**src/rtl/sram_port_arbiter.sv**
```systemverilog
// sram_port_arbiter: shares one synchronous SRAM port between the AHB-side
// controller path (port 0, fixed priority, zero-bubble) and a secondary
// master (port 1, protected by an anti-starvation forced grant). It also
// steers SRAM read data back to the port that issued each read.
// Optional feature macro: SRAM_ARB_LOCK_EN adds lock0/lock1 so the current
// owner can keep the port across consecutive commands.
//
// Handshake: reqN is a valid that stays high with its fields stable until
// gntN. gntN is the ready; it is combinational in the same cycle, and a
// command transfers on every cycle with reqN & gntN. rvalidN is a one-cycle
// pulse with no back-pressure, and rdata is meaningful only while rvalid0 or
// rvalid1 is high.
module sram_port_arbiter #(
    parameter int ADDR_W     = 32,
    parameter int DATA_W     = 32,
    parameter int READ_LAT   = 1,
    parameter int STARVE_MAX = 4
) (
    input  logic              HCLK,
    input  logic              HRESET,
    input  logic              req0,
    input  logic              req1,
    input  logic              we0,
    input  logic              we1,
    input  logic [ADDR_W-1:0] addr0,
    input  logic [ADDR_W-1:0] addr1,
    input  logic [DATA_W-1:0] wdata0,
    input  logic [DATA_W-1:0] wdata1,
    input  logic [2:0]        size0,
    input  logic [2:0]        size1,
`ifdef SRAM_ARB_LOCK_EN
    input  logic              lock0,
    input  logic              lock1,
`endif
    output logic              gnt0,
    output logic              gnt1,
    output logic              stall0,
    output logic              rvalid0,
    output logic              rvalid1,
    output logic [DATA_W-1:0] rdata,
    input  logic              ram_wait,
    output logic [ADDR_W-1:0] ram_addr,
    output logic [ADDR_W-1:0] ram_byte_addr,
    output logic [DATA_W-1:0] ram_wdata,
    output logic [2:0]        ram_size,
    output logic              ram_wen,
    output logic              ram_ren,
    input  logic [DATA_W-1:0] ram_rdata,
    output logic [1:0]        dbg_state,
    output logic [3:0]        dbg_starve
);

    typedef enum logic [1:0] {
        IDLE   = 2'd0,
        OWN0   = 2'd1,
        OWN1   = 2'd2,
        FORCE1 = 2'd3
    } state_t;

    localparam logic [3:0]        STARVE_LIM = 4'(STARVE_MAX);
    localparam logic [ADDR_W-1:0] WORD_MASK  = ~ADDR_W'(3);

    state_t              state_q, state_d;
    logic [3:0]          starve_q, starve_d;
    logic                g0, g1;
    logic                hold0, hold1;
    logic [ADDR_W-1:0]   addr_q, addr_sel;
    logic [DATA_W-1:0]   wdata_q, wdata_sel;
    logic [2:0]          size_q, size_sel;
    logic [READ_LAT-1:0] tag_vld_q, tag_own_q;

`ifdef SRAM_ARB_LOCK_EN
    // Owner survives ram_wait cycles so a lock is not lost while the SRAM is busy.
    logic own_vld_q, own_id_q;
    assign hold0 = own_vld_q & ~own_id_q & lock0 & req0;
    assign hold1 = own_vld_q &  own_id_q & lock1 & req1;
`else
    assign hold0 = 1'b0;
    assign hold1 = 1'b0;
`endif

    // Grant decision: ram_wait blocks everything, a held lock wins, then a
    // pending forced grant for port 1, then port 0 priority, then port 1.
    always_comb begin
        g0 = 1'b0;
        g1 = 1'b0;
        if (HRESET || ram_wait) begin
            g0 = 1'b0;
        end else if (hold1) begin
            g1 = 1'b1;
        end else if (hold0) begin
            g0 = 1'b1;
        end else if (state_q == FORCE1 && req1) begin
            g1 = 1'b1;
        end else if (req0) begin
            g0 = 1'b1;
        end else if (req1) begin
            g1 = 1'b1;
        end
    end

    // Starvation count and next state; the count saturates so a deferred
    // forced grant keeps re-selecting FORCE1 instead of wrapping.
    always_comb begin
        starve_d = starve_q;
        if (!req1 || g1) begin
            starve_d = '0;
        end else if (!ram_wait && starve_q != STARVE_LIM) begin
            starve_d = starve_q + 4'd1;
        end
        state_d = IDLE;
        if (g1) begin
            state_d = OWN1;
        end else if (g0) begin
            state_d = (req1 && starve_d == STARVE_LIM) ? FORCE1 : OWN0;
        end else if (ram_wait && req1 && state_q == FORCE1) begin
            state_d = FORCE1;
        end
    end

    // Arbiter state register.
    always_ff @(posedge HCLK) begin
        if (HRESET) begin
            state_q  <= IDLE;
            starve_q <= '0;
`ifdef SRAM_ARB_LOCK_EN
            own_vld_q <= 1'b0;
            own_id_q  <= 1'b0;
`endif
        end else begin
            state_q  <= state_d;
            starve_q <= starve_d;
`ifdef SRAM_ARB_LOCK_EN
            if (g0 || g1) begin
                own_vld_q <= 1'b1;
                own_id_q  <= g1;
            end else if (!ram_wait) begin
                own_vld_q <= 1'b0;
            end
`endif
        end
    end

    // Command mux: the granted port drives the SRAM fields, otherwise the
    // last issued command's fields are held.
    always_comb begin
        addr_sel  = addr_q;
        wdata_sel = wdata_q;
        size_sel  = size_q;
        if (g0) begin
            addr_sel  = addr0;
            wdata_sel = wdata0;
            size_sel  = size0;
        end else if (g1) begin
            addr_sel  = addr1;
            wdata_sel = wdata1;
            size_sel  = size1;
        end
    end

    // Hold registers for the SRAM address/data/size between commands.
    always_ff @(posedge HCLK) begin
        if (HRESET) begin
            addr_q  <= '0;
            wdata_q <= '0;
            size_q  <= '0;
        end else if (g0 || g1) begin
            addr_q  <= addr_sel;
            wdata_q <= wdata_sel;
            size_q  <= size_sel;
        end
    end

    // Read tag pipeline: {valid, owner} per issued read, advancing every cycle.
    always_ff @(posedge HCLK) begin
        if (HRESET) begin
            tag_vld_q <= '0;
            tag_own_q <= '0;
        end else begin
            tag_vld_q[0] <= ram_ren;
            tag_own_q[0] <= g1;
            for (int i = 1; i < READ_LAT; i++) begin
                tag_vld_q[i] <= tag_vld_q[i-1];
                tag_own_q[i] <= tag_own_q[i-1];
            end
        end
    end

    assign gnt0          = g0;
    assign gnt1          = g1;
    assign stall0        = req0 & ~g0 & ~HRESET;
    assign ram_wen       = (g0 & we0) | (g1 & we1);
    assign ram_ren       = (g0 & ~we0) | (g1 & ~we1);
    assign ram_byte_addr = addr_sel;
    assign ram_addr      = addr_sel & WORD_MASK;
    assign ram_wdata     = wdata_sel;
    assign ram_size      = size_sel;
    assign rvalid0       = ~HRESET & tag_vld_q[READ_LAT-1] & ~tag_own_q[READ_LAT-1];
    assign rvalid1       = ~HRESET & tag_vld_q[READ_LAT-1] &  tag_own_q[READ_LAT-1];
    assign rdata         = (rvalid0 | rvalid1) ? ram_rdata : '0;
    assign dbg_state     = state_q;
    assign dbg_starve    = starve_q;

endmodule

```
**config.mk**
```make
export PLATFORM = sky130hd
export DESIGN_NAME = sram_port_arbiter
export DESIGN_NICKNAME = d
export VERILOG_FILES = /design/src/rtl/sram_port_arbiter.sv
export SDC_FILE = /design/constraint.sdc
export NUM_CORES = 1
export LEC_CHECK = 0
export CORE_MARGIN = 2
export CORE_UTILIZATION = 30
export DETAILED_ROUTE_END_ITERATION = 10
export HOLD_SLACK_MARGIN = 0.1
export PLACE_DENSITY = 0.77
export SYNTH_ARGS = -nofsm -noshare
export SYNTH_HDL_FRONTEND = slang
export SYNTH_SLANG_ARGS = --single-unit
```
**constraint.sdc**
```tcl
create_clock -name HCLK -period 1.64 [get_ports HCLK]
set_input_delay 0.246 -clock HCLK [delete_from_list [all_inputs] [get_ports HCLK]]
set_output_delay 0.246 -clock HCLK [all_outputs]
set_load 0.03 [all_outputs]
```
== Word-level counts from Yosys, hierarchy flattened ==
Index checks and enable logic that the tools add are counted.
Word-level totals
  output and inout port bits: 144
  register bits after elaboration: 75
  input bits: 173
  word-level logic and storage cells: 60
Cells by class
  bitwise gates (word level): 17
  equal/unequal tests: 3
  muxes and demuxes: 20
  add/sub/neg operators: 1
  reduce and logical (&&, ||, !) cells: 11
Operator list (number)
  32-bit 2-to-1 mux: 5
  1-bit bitwise AND: 9
  2-bit 2-to-1 mux: 4
  4-bit 2-to-1 mux: 2
  1-bit 2-to-1 mux: 7
  3-bit 2-to-1 mux: 2
  1-bit logical AND: 5
  1-bit NOT: 5
  4-bit by 1-bit adder with 4-bit output (second input constant): 1
  4-bit by 3-bit == test with 1-bit output (second input constant): 1
  4-bit by 3-bit inequality test with 1-bit output (second input constant): 1
  1-bit logical OR: 3
  1-bit bitwise OR: 3
  2-bit == test (second input constant): 1
  1-bit logical NOT: 2
  2-bit OR reduction: 1

== Logic depth before layout (Yosys ltp) ==
  depth after elaboration: 11
  depth in mapped cells: 8
  mapped depth without buffers: 6

== Worst setup path after synthesis ==
No wires, ideal clock.
  path type: register to output
  start: register state_q[0] (netlist: dbg_state[0])
  end: output port ram_byte_addr[2]
  path slack: -587 ps
  cell stages (with the launch flop): 9
  required time: 1394 ps
  data arrival time: 1981 ps
  path buffers: 4
  path through: dfxtp_1 > and3_1 > buf_2 > o32a_1 > buf_2 > buf_6 > nand2_1 > nand2_1 > buf_4
On the way
  word-level cells in the longest chain between the ends: 6
  elaborated cells between the ends (all ways): 8
Ends and longest elaborated chain
  start: declaration: line 63  | state_t state_q, state_d;
  start signal: assignment: line 131  | state_q <= state_d;
  2-bit == test (*): line 93  | end else if (state_q == FORCE1 && req1) begin
  1-bit logical AND (*): line 93
  1-bit 2-to-1 mux: line 93
  1-bit 2-to-1 mux: line 87  | if (HRESET || ram_wait) begin
  32-bit 2-to-1 mux: line 154  | end else if (g1) begin
  32-bit 2-to-1 mux (*): line 150  | if (g0) begin
  end: declaration: line 43  | output logic [ADDR_W-1:0] ram_byte_addr,
Every way passes the cells marked *; elsewhere a longest branch is shown, timed or not.

== Final worst setup path ==
  start: register state_q[1] (netlist: dbg_state[1])
  end: output port ram_byte_addr[8]
The elaborated chain is that of the path after synthesis.

==> flow_metrics.tcl <==
set metrics [dict create \
    htreeDepth 3 \
    routed_wl_um 23100 \
    vias 5995 \
    crit_type "register to output pin" \
    p_leak_nw 4.48 \
    fp-row-count 43 \
    cp_slowest_cell "dfxtp_4" \
    required_ps 1390 \
    clock-root-buffer "clkbuf_16" \
    clockBufferDepth 2 \
    core_area_mm2 0.0138 \
    synth_async_sr_flop_share_pct 0 \
    setup_viol 112 \
    die_x_um 122 \
    cp-start-kind "register" \
    slew_viol_final 0 \
    layout-drive-gt1-share_pct 56.4 \
    crit_chain "and3_4 > nor2_4 > buf_12 > buf_12 > buf_6 > a22oi_2 > nand2_2 > buf_6" \
    antenna_found_initial 0 \
    finClkSkew_ps 7.90 \
    numCtsBuffers 9 \
    cts.sinks 75 \
    vias_per_cell 5.17 \
    crit_path_end_kind "output pin" \
    placed_area_mm2 0.00797 \
    status "finished with violations" \
    area.growth.synth_to_final_pct 157 \
    ys_seq_area_share_pct 35.8 \
    critPathTopFamily "buffers and inverters" \
    whs_ps 255 \
    post_drt_wl_per_cell_um 20.0 \
    fillers 850 \
    tns_ps -42910 \
    cp_max_fo 5 \
    drc 0 \
    grt_max_degree 43 \
    grt_pass1_wl_um 32400 \
    stdcell_area_mm2 0.0108 \
    register_area_mm2 0.00151 \
    ir_drop_mv 0.365 \
    multi_input_area_mm2 0.00357 \
    max_stage_delay_ps 370 \
    synth.distinct_cells 41 \
    hold_viol 0 \
    pwr_density_cell_mw_per_mm2 550 \
    die_area_mm2 0.0149 \
    synth_area_mm2 0.00419 \
    io-pin-count 317 \
    drtIter0Drc 216 \
    fin_crit_ps 2200 \
    start_util_pct 30.5 \
    diodes 0 \
    synth.avg_cell_area_um2 7.41 \
    min_period_over_period_pct 134 \
    synthFlopType "dfxtp_1" \
    rsz0062_at_grt "true" \
    die_h_um 122 \
    clkLatencyLatePin_ps 340 \
    dp_hpwl_um 11800 \
    gp_congestion 0.814 \
    fin_ws_ps -563 \
    grt_pass1_vias 6082 \
    drt_first_pass_iters 4 \
    crit_arrival_ps 1960 \
    grt_overflow 0 \
    io_buffers 314 \
    yosysWarnings 0 \
    syn_inst 566 \
    synth_edf_count 0 \
    fmaxAchievable_mhz 454 \
    cts_tree "yes" \
    hp-class "primary input to register" \
    worst-path-buf-inv 4 \
    ant_nets 0 \
    cts_hold_buf 0 \
    violations "negative setup slack" \
    synth-seq-cells 75 \
    nNetsFinal 1149 \
    clk_pin_slew_ps 50 \
    grtUsageTotal_pct 28.4 \
    maxCapViolCount 0 \
]
[sequential cells by signal (all words and copies together), names as in the netlist]
register    count
addr_q         32
dbg_starve      4
dbg_state       2
size_q          3
tag_own_q       1
tag_vld_q       1
wdata_q        32
[cells in the mapped netlist (all sizes together), types with 2 or more instances]
library cell	number	share of area, %
nand2	135	12
dfxtp	75	36
a21oi	69	8.2
o21ai	69	8.2
a22oi	67	12
buf	53	9.2
and2	33	4.9
clkbuf	20	1.8
nor2	8	0.90
inv	5	0.45
nor2b	4	0.60
o32ai	3	0.81
ha	2	0.60
mux2i	2	0.48
nor3	2	0.36
nor3b	2	0.36
[worst min-delay path, stage by stage]
cell and delay [ps]:
buf_2 90, buf_4 160, nor2_1 50
[logic make-up (layout without fill, tap and decap cells)]
logic type	after synthesis	in the layout	synth area share, %
xor+xnor	1	1	0.209
mux	2	2	0.477
buf+inv	78	490	11.5
simple gates	191	191	20.4
fa+ha+maj	2	2	0.597
other cells	1	2	0.0894
compound gates	216	216	30.9
flops	75	75	35.8
[path summary, 6_finish.rpt]
check	start	endpoint	slack (ps)	depth (start not counted)
setup / recovery	dbg_state[1]$_SDFF_PP0_	ram_byte_addr[8]	-560	8
hold / removal	HRESET	dbg_state[0]$_SDFF_PP0_	260	3
setup reg to reg	dbg_state[1]$_SDFF_PP0_	wdata_q[23]$_SDFFE_PP0P_	-90	9
hold reg to reg	addr_q[10]$_SDFFE_PP0P_	addr_q[10]$_SDFFE_PP0P_	490	2
[placed cells by master (no fill, tap or decap), types with 2 or more instances in the layout]
| master | n |
|---|---|
| nor2b_2 | 2 |
| o21ai_0 | 39 |
| buf_12 | 24 |
| a21oi_2 | 25 |
| mux2i_1 | 2 |
| buf_8 | 5 |
| nand2_1 | 3 |
| dfxtp_1 | 72 |
| a22oi_2 | 67 |
| and2_1 | 33 |
| inv_1 | 3 |
| buf_2 | 2 |
| buf_6 | 121 |
| nor2_1 | 7 |
| clkdlybuf4s50_1 | 168 |
| nor2b_1 | 2 |
| nand2_4 | 94 |
| nand2_2 | 35 |
| dfxtp_4 | 2 |
| clkinv_2 | 3 |
| ha_1 | 2 |
| o21ai_1 | 30 |
| nand2_8 | 3 |
| buf_16 | 17 |
| a21oi_1 | 44 |
| clkbuf_16 | 11 |
| buf_4 | 122 |
| clkbuf_8 | 3 |
| conb_1 | 2 |
| dlygate4sd2_1 | 6 |
[metal layers]
layer  GRT usage, %  wire length, um
met5              0                0
met4           12.2              944
met3           6.92             1580
met2           54.9            12600
met1           28.5             8050
[stage by stage]
step                power, mW  utilization (%)  instances  setup slack [ps]
floorplan                2.61                -        567              -199
global placement         3.37             57.9       1063              -763
detailed placement       3.38             57.9       1063              -777
CTS                      5.86             76.4       1152              -498
global route             6.10             78.1       1159              -612
finish                   5.91             78.1       1159              -563
[timing repair]
action                     4_1_cts  5_1_grt
setup endpoints to repair      209      154
pin swaps                       85       57
cloned                          22        2
gates resized for setup        336       60
setup buffers                   52       33
hold endpoints to repair         0        0
[layout make-up]
type	instances	area share [%]
Multi-Input combinational cell	414	33.2
Timing Repair Buffer	469	47.8
Clock inverter	4	0.221
Tap cell	180	2.09
Inverter	5	0.198
Clock buffer	12	2.48
Sequential cell	75	14.0
[where the power goes]
| group | internal, mW | switching, mW |
|---|---|---|
| Clock | 1.14 | 0.821 |
| Sequential | 1.84 | 0.0181 |
| Combinational | 1.12 | 0.974 |
(Power assumes the default switching activity.)
